### config.mk
export PLATFORM = sky130hd
export DESIGN_NAME = address_unit
export DESIGN_NICKNAME = d
export VERILOG_FILES = /design/src/rtl/address_unit.sv
export SDC_FILE = /design/constraint.sdc
export NUM_CORES = 1
export LEC_CHECK = 0
export ABC_AREA = 0
export BUFFER_PORTS_ARGS = -buffer_cell sky130_fd_sc_hd__buf_2
export CORE_ASPECT_RATIO = 0.7
export CORE_MARGIN = 2
export CORE_UTILIZATION = 55
export DETAILED_ROUTE_END_ITERATION = 10
export HOLD_SLACK_MARGIN = 0.03
export PLACE_DENSITY = 0.82
export SETUP_SLACK_MARGIN = 0.3
export SLEW_MARGIN = 10
export SYNTH_ARGS = -nofsm -noshare
export SYNTH_HDL_FRONTEND = slang
export SYNTH_SLANG_ARGS = --single-unit
### constraint.sdc
create_clock -name clk -period 2.2 [get_ports clk]
set_input_delay 0.22 -clock clk [delete_from_list [all_inputs] [get_ports clk]]
set_output_delay 0.22 -clock clk [all_outputs]
set_load 0.02 [all_outputs]
### src/rtl/address_unit.sv
// rtl/address_unit.sv - program counter, operand address registers and address bus mux with reset-vector fetch
module address_unit #(
  parameter logic [15:0] VEC_ADDR = 16'hFFFC
) (
  input  logic        clk,
  input  logic        rst,
  input  logic        increment_pc,
  input  logic        pc_load,
  input  logic        indirl_load,
  input  logic        indirh_load,
  input  logic        dirl_load,
  input  logic        dirh_load,
  input  logic [2:0]  address_select,
  input  logic [7:0]  data_in,
  input  logic [7:0]  alu_result,
  output logic [15:0] address,
  output logic [15:0] pc,
  output logic        cpu_ready
);

  localparam logic [1:0] VEC_LO = 2'd0;
  localparam logic [1:0] VEC_HI = 2'd1;
  localparam logic [1:0] RUN    = 2'd2;

  localparam logic [2:0] SEL_PC         = 3'b000;
  localparam logic [2:0] SEL_ZERO       = 3'b001;
  localparam logic [2:0] SEL_ABS        = 3'b010;
  localparam logic [2:0] SEL_IND_ZERO_0 = 3'b011;
  localparam logic [2:0] SEL_IND_ZERO_1 = 3'b100;
  localparam logic [2:0] SEL_IND_ABS_0  = 3'b101;
  localparam logic [2:0] SEL_IND_ABS_1  = 3'b110;

  // High byte of the vector sits one above the low byte, wrapping at 16 bits
  localparam logic [15:0] VEC_ADDR_HI = VEC_ADDR + 16'd1;

  logic [1:0]  state;
  logic [7:0]  dirl;
  logic [7:0]  dirh;
  logic [7:0]  indirl;
  logic [7:0]  indirh;
  logic        run;
  logic [7:0]  indirl_inc;
  logic [15:0] ind_abs_inc;

  assign run         = (state == RUN);
  // Zero-page pointer increment stays inside page zero
  assign indirl_inc  = indirl + 8'd1;
  // Absolute pointer increment carries into the high byte
  assign ind_abs_inc = {indirh, indirl} + 16'd1;
  // Ready is a pure decode of the state register
  assign cpu_ready   = run;

  // Vector fetch sequencing and program counter update
  always_ff @(posedge clk or negedge rst) begin
    if (!rst) begin
      state <= VEC_LO;
      pc    <= 16'h0000;
    end else begin
      case (state)
        VEC_LO: begin
          pc[7:0] <= data_in;
          state   <= VEC_HI;
        end
        VEC_HI: begin
          pc[15:8] <= data_in;
          state    <= RUN;
        end
        RUN: begin
          // Jump beats increment; uses the dir bytes as they were before this edge
          if (pc_load) begin
            pc <= {dirh, dirl};
          end else if (increment_pc) begin
            pc <= pc + 16'd1;
          end
        end
        default: begin
          state <= VEC_LO;
        end
      endcase
    end
  end

  // Operand address byte registers, only writable once running
  always_ff @(posedge clk or negedge rst) begin
    if (!rst) begin
      dirl   <= 8'h00;
      dirh   <= 8'h00;
      indirl <= 8'h00;
      indirh <= 8'h00;
    end else if (run) begin
      if (dirl_load)   dirl   <= alu_result;
      if (dirh_load)   dirh   <= alu_result;
      if (indirl_load) indirl <= data_in;
      if (indirh_load) indirh <= data_in;
    end
  end

  // Address bus source: vector bytes during fetch, selected source when running
  always_comb begin
    address = pc;
    case (state)
      VEC_LO: address = VEC_ADDR;
      VEC_HI: address = VEC_ADDR_HI;
      RUN: begin
        case (address_select)
          SEL_PC:         address = pc;
          SEL_ZERO:       address = {8'h00, dirl};
          SEL_ABS:        address = {dirh, dirl};
          SEL_IND_ZERO_0: address = {8'h00, indirl};
          SEL_IND_ZERO_1: address = {8'h00, indirl_inc};
          SEL_IND_ABS_0:  address = {indirh, indirl};
          SEL_IND_ABS_1:  address = ind_abs_inc;
          default:        address = pc;
        endcase
      end
      default: address = VEC_ADDR;
    endcase
  end

endmodule

==> Yosys cells after proc, flatten, opt, wreduce, memory -nomap -nowiden <==
Index checks and enable logic that the tools add are counted.
{ "totals": {"register_bits": 50, "out_inout_bits": 33, "word_cells": 35} }
{ "classes": {"addsub": 3, "n_eq_ne": 9, "n_mux": 7, "n_reduce_logical": 9} }
{ "ops": {"columns": ["cell", "count"], "rows": [
  ["16-bit one-hot mux with 6 select lines", 1],
  ["16-bit by 1-bit adder with 16-bit output, second input constant", 2],
  ["16-bit two-way mux", 2],
  ["16-bit one-hot mux with 2 select lines", 1],
  ["8-bit one-hot mux with 2 select lines", 2],
  ["2-bit AND reduction", 6],
  ["3-bit equality test, second input constant", 3],
  ["8-bit by 1-bit adder with 8-bit output, second input constant", 1],
  ["3-bit by 2-bit equality test with 1-bit output, second input constant", 2],
  ["2-bit one-hot mux with 3 select lines", 1],
  ["2-bit nonzero test", 2],
  ["3-bit by 1-bit equality test with 1-bit output, second input constant", 1],
  ["3-bit inequality test, second input constant", 1],
  ["2-bit by 1-bit equality test with 1-bit output, second input constant", 1],
  ["2-bit equality test, second input constant", 1],
  ["2-bit logical NOT", 1]
]} }

==> Depth between registers and ports, before layout <==
{ "depth": {"word_depth": 4, "depth_mapped": 9, "ltp_nobuf": 7} }

==> Least setup slack after synthesis <==
OpenSTA, ideal clock, no wires.
{ "synth_path": {"kind": "reg-to-output", "from": "reg state[0]", "to": "out address[3]", "t_arrival_ns": 2.114, "path_slack_ns": -0.134, "path_stages_with_launch": 7, "cell_sequence": "dfrtp_1 > inv_1 > ha_1 > buf_2 > buf_2 > inv_1 > o311ai_0"} }
{ "synth_between": {"elab_chain_len": 2, "word_cells_on_any_way": 3} }
{ "synth_rtl": {"columns": ["element", "line", "text"], "rows": [
  ["start: declaration", "36", "logic [1:0] state;"],
  ["start signal: assignment", "56", "state <= VEC_LO;"],
  ["start signal: assignment", "62", "state <= VEC_HI;"],
  ["start signal: assignment", "66", "state <= RUN;"],
  ["2-bit equality test", null, null],
  ["named net cpu_ready", "18", "output logic cpu_ready"],
  ["16-bit one-hot mux with 2 select lines", "101", "case (state)"],
  ["end: declaration", "16", "output logic [15:0] address,"]
]} }
The timed path passes the listed nets, and every way through them passes these cells.

==> Worst setup path after layout <==
{ "layout_path": {"from": "reg state[0]", "to": "out address[14]"} }
{ "layout_between": {"elab_chain_len": 2, "word_cells_on_any_way": 3} }
{ "layout_rtl": {"columns": ["element", "line"], "rows": [
  ["2-bit equality test / 2-bit by 1-bit equality test with 1-bit output (equally long branches)", "101"],
  ["16-bit one-hot mux with 2 select lines (*)", "101"]
]} }
Every way passes the cells marked *; elsewhere a longest branch is shown, timed or not.

==> summary.md <==
| Metric | Value |
|---|---|
| Met3 usage | `a little over 5%` |
| Share of Yosys cell area claimed by the top area cell type | `between 30% and 40%` |
| GRT Util Overall | `between 30% and 40%` |
| Detailed Route Iter0 Violations | `735` |
| RSZ-0062 raised after global routing | `true` |
| CTS root buffer | `clkbuf_8` |
| Synth warn | `0` |
| Number of fill cells | `between 300 and 400` |
| Worst path max stage delay | `approximately 0.46 ns` |
| Clock-pin slew on the worst setup and hold paths | `roughly 0.10 ns` |
| Dpl hpwl | `approximately 8400 um` |
| First-pass GRT wire length | `between 15000 and 20000 um` |
| Leading area contributor after synthesis | `dfrtp_1` |
| Slowest cell on crit path | `dfrtp_1` |
| Final wirelength | `about 15000 um` |
| Async S/R FF share, synth | `between 90% and 100%` |
| Worst Tran Pin Value | `0.5028 ns` |
| Met1 Use GR | `50.59%` |
| I/O Buffers | `just under 60` |
| Relative slew margins | `66.17%` |
| I/O pin count | `60` |
| First-pass iteration count of the detailed router | `7` |
| Final ANT Viol Nets | `0` |
| Min Tclk post-route | `2.245 ns` |
| Period utilisation layout | `102.0%` |
| Startpoint types | `flop` |
| Nets | `between 500 and 600` |
| Netlist Area Pre-Place | `between 0.003 and 0.004 mm^2` |
| Critical Path AT | `2.02 ns` |
| Synth top area cells | `dfrtp_1 (35%), mux2_2 (11%), o21ai_0 (5.6%)` |
| Largest net degree at the start of global routing | `32` |
| Lkg Pwr | `between 2 and 2.5 nW` |
| Setup TNS | `-0.1819 ns` |
| Worst R2R Setup Slack | `approximately 0.09 ns` |
| Synth Instances | `just over 400` |
| Max-slew violation count | `0` |
| Layout Cells excl Fill | `between 500 and 600` |
| Status | `complete, but fails checks` |
| Critical setup path kind | `flop to primary output` |
| Setup WS post-layout | `-0.04477 ns` |
| Setup WS pre-CTS | `between 0.09 and 0.1 ns` |
| Final Setup Violations | `6` |
| Clock tree buffer depth | `2` |
| Violated checks | `setup timing` |
| Data required time of the critical path | `between 1.5 and 2 ns` |
| Yosys cell types | `60` |
| CTS tree | `done` |
| Core area | `about 0.0063 mm^2` |
| Num CTS Buffers | `5` |
| Die Area | `roughly 0.0072 mm^2` |
| Via count | `roughly 4300` |
| Met2 GRT Util | `between 50 and 60%` |
| Final Hold Fails | `0` |
| Post-Syn Area per Cell | `about 8.9 um^2` |
| Crit-path cells | `inv_2, ha_4, and2b_4, o221ai_1, a21oi_1, a21oi_2, buf_2` |
| H-tree levels | `2` |
| GR peak layer | `met2` |
| Chip Height | `just over 70 um` |
| Synth Flop Type | `dfrtp_1` |
| Hold slack | `about 0.13 ns` |
| Hold Crit Start | `alu_result[1]` |
| Post-Place Cells | `around 530` |
| FF-to-FF End | `pc[10]` |
| FF/Latch Area | `~0.0013 mm^2` |
| Die X-Extent | `around 100 um` |
| Gp weighted congestion | `a little under 1` |
| Hold Path Stages | `2` |
| Vias in the first global route | `~3600` |
| Peak supply drop | `around 0.5 mV` |
| Starting Density | `between 50% and 60%` |
| Syn-to-layout area delta | `41.58%` |
| Vias per cell | `around 7.4` |
| Crit Reg-Reg Startpoint | `state[0]` |
| Worst-path fanout max | `6` |
| P per Cell Area | `between 500 and 600 mW/mm^2` |
| Drc violations | `0` |
| Post-synth EDFFs | `0` |
| Row count | `24` |
| Worst Skew | `0.005352 ns` |
| Syn_nets | `about 440` |
| Fraction of layout cells with a size suffix above 1 | `between 40 and 50%` |
| Worst-skew pair later-pin latency | `roughly 0.32 ns` |
| Max_cap viols | `0` |
| GRT Residual Overflow | `0` |
| Initial antenna violation count | `1` |
| Max frequency | `around 450 MHz` |
| WL/cell | `~25 um` |
| Worst Hold Class | `primary input to flop` |
| Clk sink count | `50` |
| Reg2reg path depth | `10` |
| Yosys reg bits | `50` |
| Worst Hold Path EP | `dirl[1]` |
| Multi-input gate area | `around 0.0027 mm^2` |
| Sequential share of the synthesized area | `34.73%` |
| CP Capture Type | `primary output` |
## Yosys cell counts (3+ instances only)
library cell and n:
nor4_1 6, a211oi_1 3, dfrtp_1 50, a31oi_1 4, and4_1 5, buf_2 10
mux2_2 36, clkbuf_2 3, a21oi_1 32, nor3_1 7, o21ai_0 40, xnor2_1 5
nand4_1 3, and3_1 4, o22ai_1 10, clkbuf_1 8, nor2_1 28, o221ai_1 11
nand2b_1 8, xor2_1 9, ha_1 5, o31a_1 3, inv_1 9, nand2_1 27
nand3_1 12, o2111ai_1 3, buf_1 3, mux2i_1 9, nor2b_1 12
## repair_timing
| item | CTS | global route |
|---|---|---|
| setup buffers | 18 | 19 |
| gates resized for setup | 74 | 78 |
| cloned | 1 | 3 |
| endpoints found under the setup margin | 21 | 37 |
| pin swaps | 21 | 27 |
| endpoints found under the hold margin | 50 | 0 |
| hold buffers | 1 | 0 |
## report_power, final
| group | internal, mW | switching [mW] | total, mW | leakage [nW] |
|---|---|---|---|---|
| Sequential | 1.03 | 0.212 | 1.24 | 0.574 |
| Combinational | 0.476 | 0.591 | 1.07 | 1.49 |
| Clock | 0.260 | 0.347 | 0.607 | 0.0478 |
## layout by cell type, fill, tap and decap left out, types with 4 or more instances in the layout
master,n
o22ai_1,5
o22ai_2,4
ha_4,4
mux2_2,35
buf_2,47
and4_1,4
nor2b_1,10
o21ai_1,8
xor2_1,8
mux2i_1,9
buf_4,32
o221ai_1,10
o21ai_0,27
nand3_1,9
a31oi_1,4
clkbuf_8,6
dfrtp_2,10
nor2_1,24
nor3_1,7
buf_6,31
and3_1,4
a21oi_1,17
a21oi_2,13
nor4_2,4
nand2_1,22
dfrtp_1,40
inv_1,7
nand2b_1,6
## cell families (layout without fill, tap and decap cells)
family	Yosys count	count (layout)	share of synthesized area (%)
other	0	1	0
XOR/XNOR	14	14	3.404
adder cells (fa/ha/maj)	5	5	1.737
AND/OR/NAND/NOR	124	126	18.51
multiplexers	45	45	13.75
AO/OA/AOI/OAI	131	132	23.24
buffers and inverters	36	131	4.619
flip-flops	50	50	34.73
## sequential cells by signal, summed over array words and instances, names as in the netlist
signal,flops
pc,16
dirh,8
dirl,8
indirh,8
indirl,8
state,2
## layout make-up
cell class	count	area share, %
tap	78	1.914
clock buffer	6	1.619
clock inverter	2	0.3189
timing repair buffer	114	17.35
antenna	1	0.04907
multi-input combinational	322	53.24
inverter	9	0.7360
sequential	50	24.78
## worst max-delay path, delay by kind of cell (launching register included)
kind	cells	cell delay (ns)
flip-flops	1	0.46
AO/OA/AOI/OAI	3	0.45
adder cells (fa/ha/maj)	1	0.32
buffers and inverters	2	0.27
AND/OR/NAND/NOR	1	0.21
## worst max path at each step
stage               startpoint           to  slack, ns  depth (start not counted)
floorplan             state[0]   address[3]       0.30                          6
global placement     indirl[4]  address[11]       0.17                          6
detailed placement   indirl[4]  address[11]        0.1                          6
CTS                  indirl[0]   address[6]       0.04                          7
global route         indirl[7]  address[15]      -0.12                          7
finish                state[0]  address[14]      -0.04                          7
## routing by layer
metal,routed length (um),up-vias
li1,-,1726
met1,5342,1962
met2,6094,456
met3,2047,162
met4,1152,0
met5,0,-
## stage by stage
stage	util, %	power [mW]	cell area (um^2)
after floorplan	-	1.712	3691
after global placement	64.83	1.986	4069
after detailed placement	64.83	2.010	4069
after CTS	73.43	2.692	4608
after global routing	81.22	3.001	5097
final	81.26	2.917	5100
Power figures use the tool's default switching activity.
